`src/rtl/regfile_seq_pkg.sv`:
```
// rtl/regfile_seq_pkg.sv - shared op codes, FSM states and width defaults for the register-file sequencer
package regfile_seq_pkg;

  localparam int DATA_W_DEF = 32;
  localparam int ADDR_W_DEF = 5;

  localparam logic [2:0] OP_ADD = 3'b000;
  localparam logic [2:0] OP_SUB = 3'b001;
  localparam logic [2:0] OP_AND = 3'b010;
  localparam logic [2:0] OP_OR  = 3'b011;
  localparam logic [2:0] OP_XOR = 3'b100;
  localparam logic [2:0] OP_NOR = 3'b101;
  localparam logic [2:0] OP_SLT = 3'b110;
  localparam logic [2:0] OP_SLL = 3'b111;

  typedef enum logic [1:0] {
    IDLE  = 2'd0,
    READ  = 2'd1,
    EXEC  = 2'd2,
    WRITE = 2'd3
  } state_t;

endpackage

```
`src/rtl/seq_alu.sv`:
```
// rtl/seq_alu.sv - combinational ALU: op/A/B to result, zero and signed-overflow flags
module seq_alu
  import regfile_seq_pkg::*;
#(
  parameter int DATA_W = DATA_W_DEF
) (
  input  logic [2:0]        op,
  input  logic [DATA_W-1:0] a,
  input  logic [DATA_W-1:0] b,
  output logic [DATA_W-1:0] result,
  output logic              zero,
  output logic              overflow
);

  localparam int MSB = DATA_W - 1;

  logic [DATA_W-1:0] sum;
  logic [DATA_W-1:0] diff;

  assign sum  = a + b;
  assign diff = a - b;

  always_comb begin
    result   = '0;
    overflow = 1'b0;
    case (op)
      OP_ADD: begin
        result   = sum;
        overflow = (a[MSB] == b[MSB]) && (sum[MSB] != a[MSB]);
      end
      OP_SUB: begin
        result   = diff;
        overflow = (a[MSB] != b[MSB]) && (diff[MSB] != a[MSB]);
      end
      OP_AND: result = a & b;
      OP_OR:  result = a | b;
      OP_XOR: result = a ^ b;
      OP_NOR: result = ~(a | b);
      OP_SLT: result[0] = ($signed(a) < $signed(b));
      OP_SLL: result = b << a[4:0];
      default: result = '0;
    endcase
  end

  assign zero = (result == '0);

endmodule

```
`src/rtl/regfile_op_sequencer.sv`:
```
// rtl/regfile_op_sequencer.sv - four-cycle read/exec/write sequencer driving a 2R1W register file
module regfile_op_sequencer
  import regfile_seq_pkg::*;
#(
  parameter int DATA_W = DATA_W_DEF,
  parameter int ADDR_W = ADDR_W_DEF
) (
  input  logic              Clk,
  input  logic              Reset_n,
  input  logic              Cmd_Valid,
  output logic              Cmd_Ready,
  input  logic [2:0]        Cmd_Op,
  input  logic [ADDR_W-1:0] Cmd_Rs,
  input  logic [ADDR_W-1:0] Cmd_Rt,
  input  logic [ADDR_W-1:0] Cmd_Rd,
  output logic [ADDR_W-1:0] R_Addr_A,
  output logic [ADDR_W-1:0] R_Addr_B,
  input  logic [DATA_W-1:0] R_Data_A,
  input  logic [DATA_W-1:0] R_Data_B,
  output logic              Write_Reg,
  output logic [ADDR_W-1:0] W_Addr,
  output logic [DATA_W-1:0] W_Data,
  output logic              Done,
  output logic [DATA_W-1:0] Result,
  output logic              Zero_Flag,
  output logic              Overflow
);

  state_t            state, state_nxt;
  logic [2:0]        op_q;
  logic [DATA_W-1:0] opnd_a, opnd_b;
  logic [DATA_W-1:0] alu_result;
  logic              alu_zero, alu_overflow;
  logic              accept;

  assign accept = (state == IDLE) && Cmd_Valid && Cmd_Ready;

  seq_alu #(.DATA_W(DATA_W)) u_alu (
    .op       (op_q),
    .a        (opnd_a),
    .b        (opnd_b),
    .result   (alu_result),
    .zero     (alu_zero),
    .overflow (alu_overflow)
  );

  always_comb begin
    state_nxt = state;
    case (state)
      IDLE:    if (accept) state_nxt = READ;
      READ:    state_nxt = EXEC;
      EXEC:    state_nxt = WRITE;
      WRITE:   state_nxt = IDLE;
      default: state_nxt = IDLE;
    endcase
  end

  always_ff @(posedge Clk or negedge Reset_n) begin
    if (!Reset_n) state <= IDLE;
    else          state <= state_nxt;
  end

  // Outputs are registered one edge ahead of the state they belong to.
  always_ff @(posedge Clk or negedge Reset_n) begin
    if (!Reset_n) begin
      Cmd_Ready <= 1'b1;
      Done      <= 1'b0;
      Write_Reg <= 1'b0;
      op_q      <= '0;
      R_Addr_A  <= '0;
      R_Addr_B  <= '0;
      W_Addr    <= '0;
      opnd_a    <= '0;
      opnd_b    <= '0;
      W_Data    <= '0;
      Result    <= '0;
      Zero_Flag <= 1'b1;
      Overflow  <= 1'b0;
    end else begin
      Cmd_Ready <= (state_nxt == IDLE);
      Done      <= (state == EXEC);
      // r0 is protected here rather than relying on the register file.
      Write_Reg <= (state == EXEC) && (W_Addr != '0);
      if (accept) begin
        op_q     <= Cmd_Op;
        R_Addr_A <= Cmd_Rs;
        R_Addr_B <= Cmd_Rt;
        W_Addr   <= Cmd_Rd;
      end
      if (state == READ) begin
        opnd_a <= R_Data_A;
        opnd_b <= R_Data_B;
      end
      if (state == EXEC) begin
        Result    <= alu_result;
        W_Data    <= alu_result;
        Zero_Flag <= alu_zero;
        Overflow  <= alu_overflow;
      end
    end
  end

endmodule

```
`config.mk`:
```
export PLATFORM = sky130hd
export DESIGN_NAME = regfile_op_sequencer
export DESIGN_NICKNAME = d
export VERILOG_FILES = /design/src/rtl/regfile_seq_pkg.sv /design/src/rtl/seq_alu.sv /design/src/rtl/regfile_op_sequencer.sv
export SDC_FILE = /design/constraint.sdc
export NUM_CORES = 1
export LEC_CHECK = 0
export CORE_MARGIN = 8
export CORE_UTILIZATION = 40
export CTS_CLUSTER_DIAMETER = 120
export DETAILED_ROUTE_END_ITERATION = 6
export GPL_TIMING_DRIVEN = 0
export PLACE_DENSITY = 0.63
export SETUP_SLACK_MARGIN = 0.02
export SYNTH_ARGS = -nofsm -noshare
export SYNTH_HDL_FRONTEND = slang
export SYNTH_SLANG_ARGS = --single-unit
```
`constraint.sdc`:
```
create_clock -name Clk -period 4.9 [get_ports Clk]
set_input_delay 0.735 -clock Clk [delete_from_list [all_inputs] [get_ports Clk]]
set_output_delay 0.735 -clock Clk [all_outputs]
set_load 0.01 [all_outputs]
```
======== Word-level counts from Yosys, hierarchy flattened ========
Index checks and enable logic that the tools add are counted.
storage, ports and cells
  logic and storage cells ................. 50
  output and inout bits ................... 84
  input port bits ......................... 85
  bits in read-only memories .............. 0
  memories kept ........................... 0
  flip-flop bits (word level) ............. 121
  latch bits .............................. 0
  memory bits (writable) .................. 0
operators by class
  reduce and logical (&&, ||, !) cells .... 10
  div/mod/pow operators ................... 0
  $lt $le $gt $ge ......................... 1
  shift-type cells ........................ 1
  bitwise gates (word level) .............. 4
  equality and inequality tests ........... 14
  $add $sub $neg .......................... 2
  mux-type cells .......................... 5
  multiply operators ...................... 0
operators with widths
  operator                                                                number
  31-bit case mux with 7 select lines                                     1
  32-bit adder                                                            1
  32-bit bitwise AND                                                      1
  32-bit logical NOT                                                      1
  32-bit less-than comparator                                             1
  32-bit NOT                                                              1
  32-bit OR                                                               1
  32-bit by 5-bit << shifter with 32-bit output                           1
  32-bit subtractor                                                       1
  32-bit XOR                                                              1
  3-bit equality test (second input constant)                             4
  1-bit case mux with 8 select lines                                      1
  2-bit case mux with 4 select lines                                      1
  3-bit by 2-bit equality test with 1-bit output (second input constant)  2
  1-bit logical AND                                                       5
  5-bit nonzero test                                                      1
  2-bit equality test (second input constant)                             2
  2-bit logical NOT                                                       2
  3-bit by 1-bit equality test with 1-bit output (second input constant)  1
  3-bit logical NOT                                                       1
  1-bit inequality test                                                   3
  2-bit by 1-bit equality test with 1-bit output (second input constant)  1
  2-bit two-way mux                                                       1
  1-bit case mux with 2 select lines                                      1
  1-bit equality test                                                     1

======== Longest topological paths before layout ========
Gate-level depths: netlist of the first run.
  depth in word-level cells ............... 6
  depth in mapped cells ................... 18
  gate-level depth less buffers ........... 15

======== Modules after synthesis ========
Synthesis of the first run repeated with hierarchy kept, for this count alone.
unflattened totals
  cells, all modules ...................... 1,469
  area total of the unflattened synthesis .. 12,726.0 µm²
by module, submodules not included
  module                times used  cells each  area an instance (µm²)
  seq_alu               1           1,175       7,893.8
  regfile_op_sequencer  1           294         4,832.1

======== Worst setup path after synthesis of the first run ========
No wires, ideal clock.
  kind .................................... register to register
  start point ............................. reg opnd_a[0]
  end point ............................... reg Zero_Flag
  data arrival time ....................... 4.371 ns
  cell stages (with the launch flop) ...... 19
  slack ................................... 0.432 ns
  period minus slack after synthesis ...... 4.468 ns
  library setup time ...................... 0.097 ns
  path through ............................ dfrtp_1 -> buf_6 -> buf_2 -> inv_2 -> buf_2 -> ha_1 -> inv_1 -> fa_1 -> nor2b_1 -> o311ai_1 -> a211oi_1 -> o21ai_1 -> nand3_1 -> a221oi_1 -> a21oi_1 -> xnor2_1 -> a211o_1 -> or4b_1 -> o41ai_2
on the way
  cells in the longest elaborated chain, start to end .. 4
  elaborated cells between the ends (all ways) .. 11
RTL lines
  item                                                       line                        source
  start: declaration                                         regfile_op_sequencer.sv:31  logic [DATA_W-1:0] opnd_a, opnd_b;
  start signal: assignment                                   regfile_op_sequencer.sv:91  opnd_a <= R_Data_A;
  branches (longest 3 deep; another with 32-bit subtractor)  n/a
  32-bit logical NOT (*)                                     seq_alu.sv:45               assign zero = (result == '0);
  end signal: assignment                                     regfile_op_sequencer.sv:97  Zero_Flag <= alu_zero;
  end: declaration                                           regfile_op_sequencer.sv:25  output logic Zero_Flag,
Every way passes the cells marked *.
A chain may end at the register's enable or synchronous reset.

======== Worst setup path in the final report of the first run ========
  start point ............................. reg op_q[0]
  end point ............................... reg Zero_Flag
on the way
  cells in the longest elaborated chain, start to end .. 3
  elaborated cells between the ends (all ways) .. 11
RTL lines
  item                                                                                       line                        source
  start: declaration                                                                         regfile_op_sequencer.sv:30  logic [2:0] op_q;
  start signal: assignment                                                                   regfile_op_sequencer.sv:85  op_q <= Cmd_Op;
  3-bit equality test, or another cell as far along                                          seq_alu.sv:26               case (op)
  1-bit case mux with 8 select lines or 31-bit case mux with 7 select lines (tied branches)  seq_alu.sv:26
  32-bit logical NOT (*)                                                                     seq_alu.sv:45
Mark *: on every way between the ends. The rest lies on a longest branch, timed or not.

==> results of run 1 <==
[cells in the mapped netlist, drive strengths merged, types with 4 or more instances]
cell / number / area share (%)
a31oi: 16 / 0.79
o31ai: 22 / 1.3
a211oi: 24 / 1.5
nor3: 29 / 1.1
nor2: 130 / 3.9
and2: 8 / 0.40
nand4: 25 / 1.2
mux2: 41 / 3.6
or2: 5 / 0.25
a21o: 14 / 0.83
a22oi: 10 / 0.59
xor2: 6 / 0.41
a21oi: 129 / 5.1
o221ai: 7 / 0.53
o21a: 14 / 0.83
o22ai: 12 / 0.59
nand2: 153 / 4.5
mux4: 37 / 6.6
nand3: 19 / 0.75
inv: 93 / 2.8
a21boi: 5 / 0.30
or4: 5 / 0.30
xnor2: 15 / 1.0
dfrtp: 119 / 24
o311ai: 6 / 0.41
nor4: 21 / 1.1
mux2i: 29 / 2.3
o211ai: 23 / 1.4
a31o: 4 / 0.28
a221oi: 30 / 2.1
clkbuf: 66 / 2.0
nand2b: 15 / 0.74
a221o: 9 / 0.71
o2111ai: 5 / 0.35
ha: 108 / 11
buf: 75 / 3.4
a2111oi: 5 / 0.39
and3: 12 / 0.59
nor2b: 22 / 1.1
o21bai: 11 / 0.65
a211o: 6 / 0.41
o21ai: 134 / 5.3
[cells in the final DEF, fill, tap and decap left out, types with 8 or more instances in the layout]
master / n
nand3_1: 19
nor4_1: 17
inv_1: 89
dfrtp_1: 116
o22ai_1: 12
nand4_1: 25
o21a_1: 14
buf_1: 20
a211oi_1: 18
and3_1: 12
clkdlybuf4s50_1: 167
a22oi_1: 10
o31ai_1: 19
nor2_1: 130
clkbuf_1: 62
a221oi_1: 23
clkbuf_16: 17
mux2_2: 40
buf_2: 12
a21o_1: 14
nor2b_1: 21
and2_1: 8
a221o_1: 9
a31oi_1: 16
o21ai_0: 120
mux2i_1: 29
mux4_2: 37
nand2_1: 153
a21oi_1: 126
o21bai_1: 11
nand2b_1: 15
nor3_1: 27
o21ai_1: 11
o211ai_1: 23
clkbuf_2: 8
ha_1: 107
xnor2_1: 15
buf_4: 42
[worst max-delay path by stage]
stage                         start  depth (start not counted)         end  slack, ps
final                       op_q[0]                         12   Zero_Flag        -30
after global routing      opnd_a[1]                         16   Zero_Flag         10
after CTS                 opnd_a[2]                         17   Zero_Flag         30
after detailed placement  opnd_a[0]                         18   Zero_Flag      -1400
after global placement      Reset_n                          1  Result[26]      -1750
after floorplan           opnd_a[0]                         18   Zero_Flag        430
[critical path: stages (launching register included)]
cell and delay (ps):
dfrtp_1 510, clkbuf_1 570, buf_2 440, buf_2 420, buf_1 640, buf_1 540
a21oi_1 190, a21oi_1 210, o21a_1 320, nor4b_1 300, and4b_1 240, nand4_1 170
o41ai_2 260
[repair_timing]
action,in CTS,in global routing
setup endpoints to repair,16,3
cloned,0,0
pin swaps,8,8
gates resized for setup,43,38
setup buffers,6,5
[state kept, by name, indices dropped and copies added (netlist names), 2 cells and up]
name,cells
R_Addr_B,5
state,2
opnd_a,32
R_Addr_A,5
opnd_b,32
Result,32
op_q,3
W_Addr,5
[area by class of cell]
class / count / area [µm²]
Fill cell: 3031 / 15500
Buffer: 136 / 686
Clock inverter: 11 / 168
Clock buffer: 21 / 450
Sequential cell: 121 / 3030
Inverter: 95 / 362
Timing Repair Buffer: 180 / 1820
Antenna cell: 1 / 2.50
Tap cell: 402 / 503
Multi-Input combinational cell: 1205 / 8890
[cell families after synthesis]
kind of cell	count (synthesis)
buffers and inverters	236
xor gates and xnor gates	21
and+or+nand+nor	459
muxes	107
adders and majority gates	110
DFF	121
AOI/OAI and AO/OA	508
[metal layers]
layer	wire, µm	up-vias	GRT usage [%]
li1	-	6097	-
met2	28100	759	50.1
met5	0	-	0
met3	5150	133	7.12
met4	2930	0	14.8
met1	26300	6856	42.1
[per-stage QoR]
step / setup WS [ps] / cells / area (µm²) / hold slack (ps)
floorplan: 432 / 1562 / 12700 / 439
global placement: -1750 / 2132 / 14900 / 488
detailed placement: -1400 / 2133 / 14900 / 485
CTS: 29.9 / 2168 / 15800 / 206
global route: 13.0 / 2171 / 15900 / 224
finish: -27.8 / 2172 / 15900 / 188
==> results.sh, run 1 <==
export IMPL_hold_viol=0
export IMPL_dieHeight_um=194
export IMPL_r2r_end="Zero_Flag"
export IMPL_routedWlPerCell_um=28.8
export IMPL_slew_violations=0
export IMPL_r2r_start="op_q[0]"
export IMPL_grt_max_degree=80
export IMPL_worst_pin_slew_ps=1300
export IMPL_cts_hold_buf=0
export IMPL_synth_fa_ha_area_share_pct=11.0
export IMPL_violations="negative setup slack"
export IMPL_insertion_delay_ps=460
export IMPL_fin_nets=1951
export IMPL_drt_wl_total_um=62500
export IMPL_r2r_setup_slack_ps=-30
export IMPL_grt_overflow=0
export IMPL_antenna_found_initial=0
export IMPL_rsz0062_at_grt="false"
export IMPL_pin_count=169
export IMPL_io_buffers=168
export IMPL_die_x_um=194
export IMPL_cts_sinks=121
export IMPL_first_iter_violations=1632
export IMPL_core_area_um2=31400
export IMPL_track_usage_pct=32.2
export IMPL_drc=0
export IMPL_max_freq_mhz=203
export IMPL_synthFlopType="dfrtp_1"
export IMPL_h_tree_depth=4
export IMPL_setup_ws_ps=-27.8
export IMPL_synthCells=1562
export IMPL_hpwl_um=49900
export IMPL_ant_nets=0
export IMPL_place_congestion=0.994
export IMPL_cts_root_buffer="clkbuf_16"
export IMPL_async_reset_ff_share_pct=100
export IMPL_syn_nets=1757
export IMPL_synth_edf_count=0
export IMPL_start_util_pct=40.4
export IMPL_cts_made_buffers=17
export IMPL_dr_pass1_iters=5
export IMPL_area_growth_pct=25.6
export IMPL_ys_seq_area_share_pct=23.9
export IMPL_ys_warnings_count=0
export IMPL_fin_skew_ps=21.1
export IMPL_r2r_cells=12
export IMPL_grt_pass1_wl_um=91000
export IMPL_fin_util_pct=50.7
export IMPL_grt_pass1_vias=13300
export IMPL_start_kind="register"
export IMPL_synth_top_family_by_area="compound AO/OA/AOI/OAI gates"
export IMPL_cp_end_kind="register"
export IMPL_fin_crit_sh_pct=101
export IMPL_max_clock_path_buffers=2
export IMPL_hold_path_class="input port to async pin"
export IMPL_worstSetupPathType="register to register"
export IMPL_die_area_um2=37600
export IMPL_yosysUniqueCellTypes=84
export IMPL_synth_seq_cells=121
export IMPL_cp_max_fo=10
export IMPL_worstPathArrival_ps=5270
export IMPL_synthXorXnorAreaFrac_pct=1.45
export IMPL_cts_tree="done"
export IMPL_netlist_area_um2=12700
export IMPL_synth_compound_area_share_pct=26.0
export IMPL_via_per_inst=6.37
export IMPL_vias=13800
export IMPL_min_period_ps=4930
export IMPL_cap_violations=0
export IMPL_drive_gt1_share_pct=13.3
export IMPL_path_clk_slew_ps=70
export IMPL_relSlewSlack_pct=12.4
export IMPL_synthSimpleGateAreaFrac_pct=17.0
export IMPL_muxShareOfSynthArea_pct=12.5
export IMPL_final_setup_tns_ps=-27.8
export IMPL_syn_area_per_cell_um2=8.11
export IMPL_status="finished with violations"
export IMPL_fp_row_count=65
export IMPL_setup_violations=1
export IMPL_worst_ep_required_time_ps=5240
Power of run 1 is left out: the tool's default activity adds up to more than one toggle a clock period on the data nets, which glitch-free logic cannot reach.
==> run 2: changes to the inputs <==
Settings changed: CORE_MARGIN 8 to 3.
==> results.sh, run 2 (same netlist as run 1, synthesis figures left out) <==
export IMPL_insertion_delay_ps=450
export IMPL_cts_tree="done"
export IMPL_cts_made_buffers=17
export IMPL_area_growth_pct=24.9
export IMPL_multiInputGateArea_um2=8860
export IMPL_crit_family="compound AO/OA/AOI/OAI gates"
export IMPL_fin_util_pct=51.2
export IMPL_hpwl_um=46200
export IMPL_r2r_start="opnd_a[0]"
export IMPL_grt_overflow=0
export IMPL_cts_root_buffer="clkbuf_16"
export IMPL_reg_largest_list="Result: 32 flops, opnd_a: 32 flops, opnd_b: 32 flops"
export IMPL_worstSetupPathType="register to register"
export IMPL_routedWlPerCell_um=27.1
export IMPL_drt_wl_total_um=58600
export IMPL_worstPathArrival_ps=5070
export IMPL_max_stage_delay_ps=570
export IMPL_io_buffers=168
export IMPL_rsz0062_at_grt="false"
export IMPL_layout_common_cells="167 x clkdlybuf4s50_1, 153 x nand2_1, 130 x nor2_1, 126 x a21oi_1, 120 x o21ai_0"
export IMPL_place_congestion=1.00
export IMPL_status="finished with violations"
export IMPL_worst_ep_required_time_ps=5240
export IMPL_grt_pass1_vias=13200
export IMPL_cp_max_fo=19
export IMPL_cp_end_kind="register"
export IMPL_first_iter_violations=1770
export IMPL_violations="max-capacitance violations, max-slew violations"
export IMPL_startpoint="opnd_a[0]"
export IMPL_fillers=3027
export IMPL_antenna_found_initial=1
export IMPL_fin_nets=1948
export IMPL_dieHeight_um=184
export IMPL_die_x_um=184
export IMPL_final_setup_tns_ps=0
export IMPL_ant_nets=0
export IMPL_path_clk_slew_ps=60
export IMPL_drive_gt1_share_pct=13.0
export IMPL_cap_violations=1
export IMPL_core_area_um2=30900
export IMPL_start_kind="register"
export IMPL_cts_sinks=121
export IMPL_drc=0
export IMPL_worst_pin_slew_ps=1510
export IMPL_grt_pass1_wl_um=85900
export IMPL_h_tree_depth=4
export IMPL_final_common_cell="clkdlybuf4s50_1"
export IMPL_pre_cts_ws_ps=-1260
export IMPL_min_period_ps=4730
export IMPL_path_cells="buf_6, inv_2, buf_8, ha_4, inv_1, fa_1, nor2b_2, o311ai_4, buf_12, a211oi_2, o21ai_2, nand3_2, a221oi_4, a21oi_1, xnor2_1, a211o_1, or4b_1, o41ai_2"
export IMPL_setup_violations=0
export IMPL_hold_path_class="input port to async pin"
export IMPL_fp_row_count=64
export IMPL_max_clock_path_buffers=2
export IMPL_start_util_pct=41.0
export IMPL_slew_violations=7
export IMPL_grt_max_degree=78
export IMPL_via_per_inst=6.39
export IMPL_cpMaxStageDelayCell="or4b_1"
export IMPL_max_freq_mhz=211
export IMPL_setup_ws_ps=170
export IMPL_fin_skew_ps=16.5
export IMPL_pin_count=169
export IMPL_hold_viol=0
export IMPL_track_usage_pct=34.0
export IMPL_seqCellArea_um2=3030
export IMPL_vias=13800
export IMPL_dr_pass1_iters=6
export IMPL_relSlewSlack_pct=-1.68
export IMPL_die_area_um2=33800
export IMPL_path_buf_inv=5
export IMPL_fin_crit_sh_pct=96.5
run 2: cell count changes in the layout (fill, tap and decap cells not counted), sizes merged:
cell      change
buf           -5
bufinv        -2
clkinv        +3
clkinvlp      +1
run 2: area by class of cell:
type	count	share of cell area [%]
multi-input combinational	1205	56.0
sequential	121	19.2
timing repair buffer	177	11.3
buffer	136	4.37
tap	396	3.13
clock buffer	19	2.86
inverter	95	2.29
clock inverter	13	0.910
antenna	1	0.0158
run 2: repair_timing:
action / in CTS / in global routing
hold endpoints to repair: 0 / 0
hold buffers: 0 / 0
resized for setup: 39 / 34
pin swaps: 10 / 7
gates cloned: 0 / 0
buffers inserted: 6 / 2
endpoints found under the setup margin: 15 / 2
run 2: worst paths after layout:
path	to	slack (ps)	cells past startpoint
setup / recovery	Zero_Flag	170	18
hold / removal	Result[26]	220	1
min in group Clk	R_Addr_A[4]	510	1
hold reg to reg	R_Addr_A[4]	510	1
setup reg to reg	Zero_Flag	170	18
max in group asynchronous	opnd_b[7]	3930	2
run 2: layer usage:
layer,global-route usage [%],wire [µm],vias up
met4,16.3,3190,0
met1,45.9,24000,6781
met5,0,0,-
li1,-,-,6089
met2,51.9,25800,781
met3,7.16,5610,175
run 2: stage by stage:
stage,instances,instance area [µm²],hold slack [ps]
detailed placement,2127,14900,493
floorplan,1562,12700,439
global placement,2126,14800,479
CTS,2161,15700,235
global route,2162,15800,251
finish,2163,15800,219
Power of run 2 is left out for the same reason.
==> run 3: changes to the inputs <==
Settings changed: ABC_CLOCK_PERIOD_IN_PS set to 4900.
==> results of run 3 <==
No change in the layout: final DEF, timing and power equal those of run 2.
Power of run 3 is left out for the same reason.
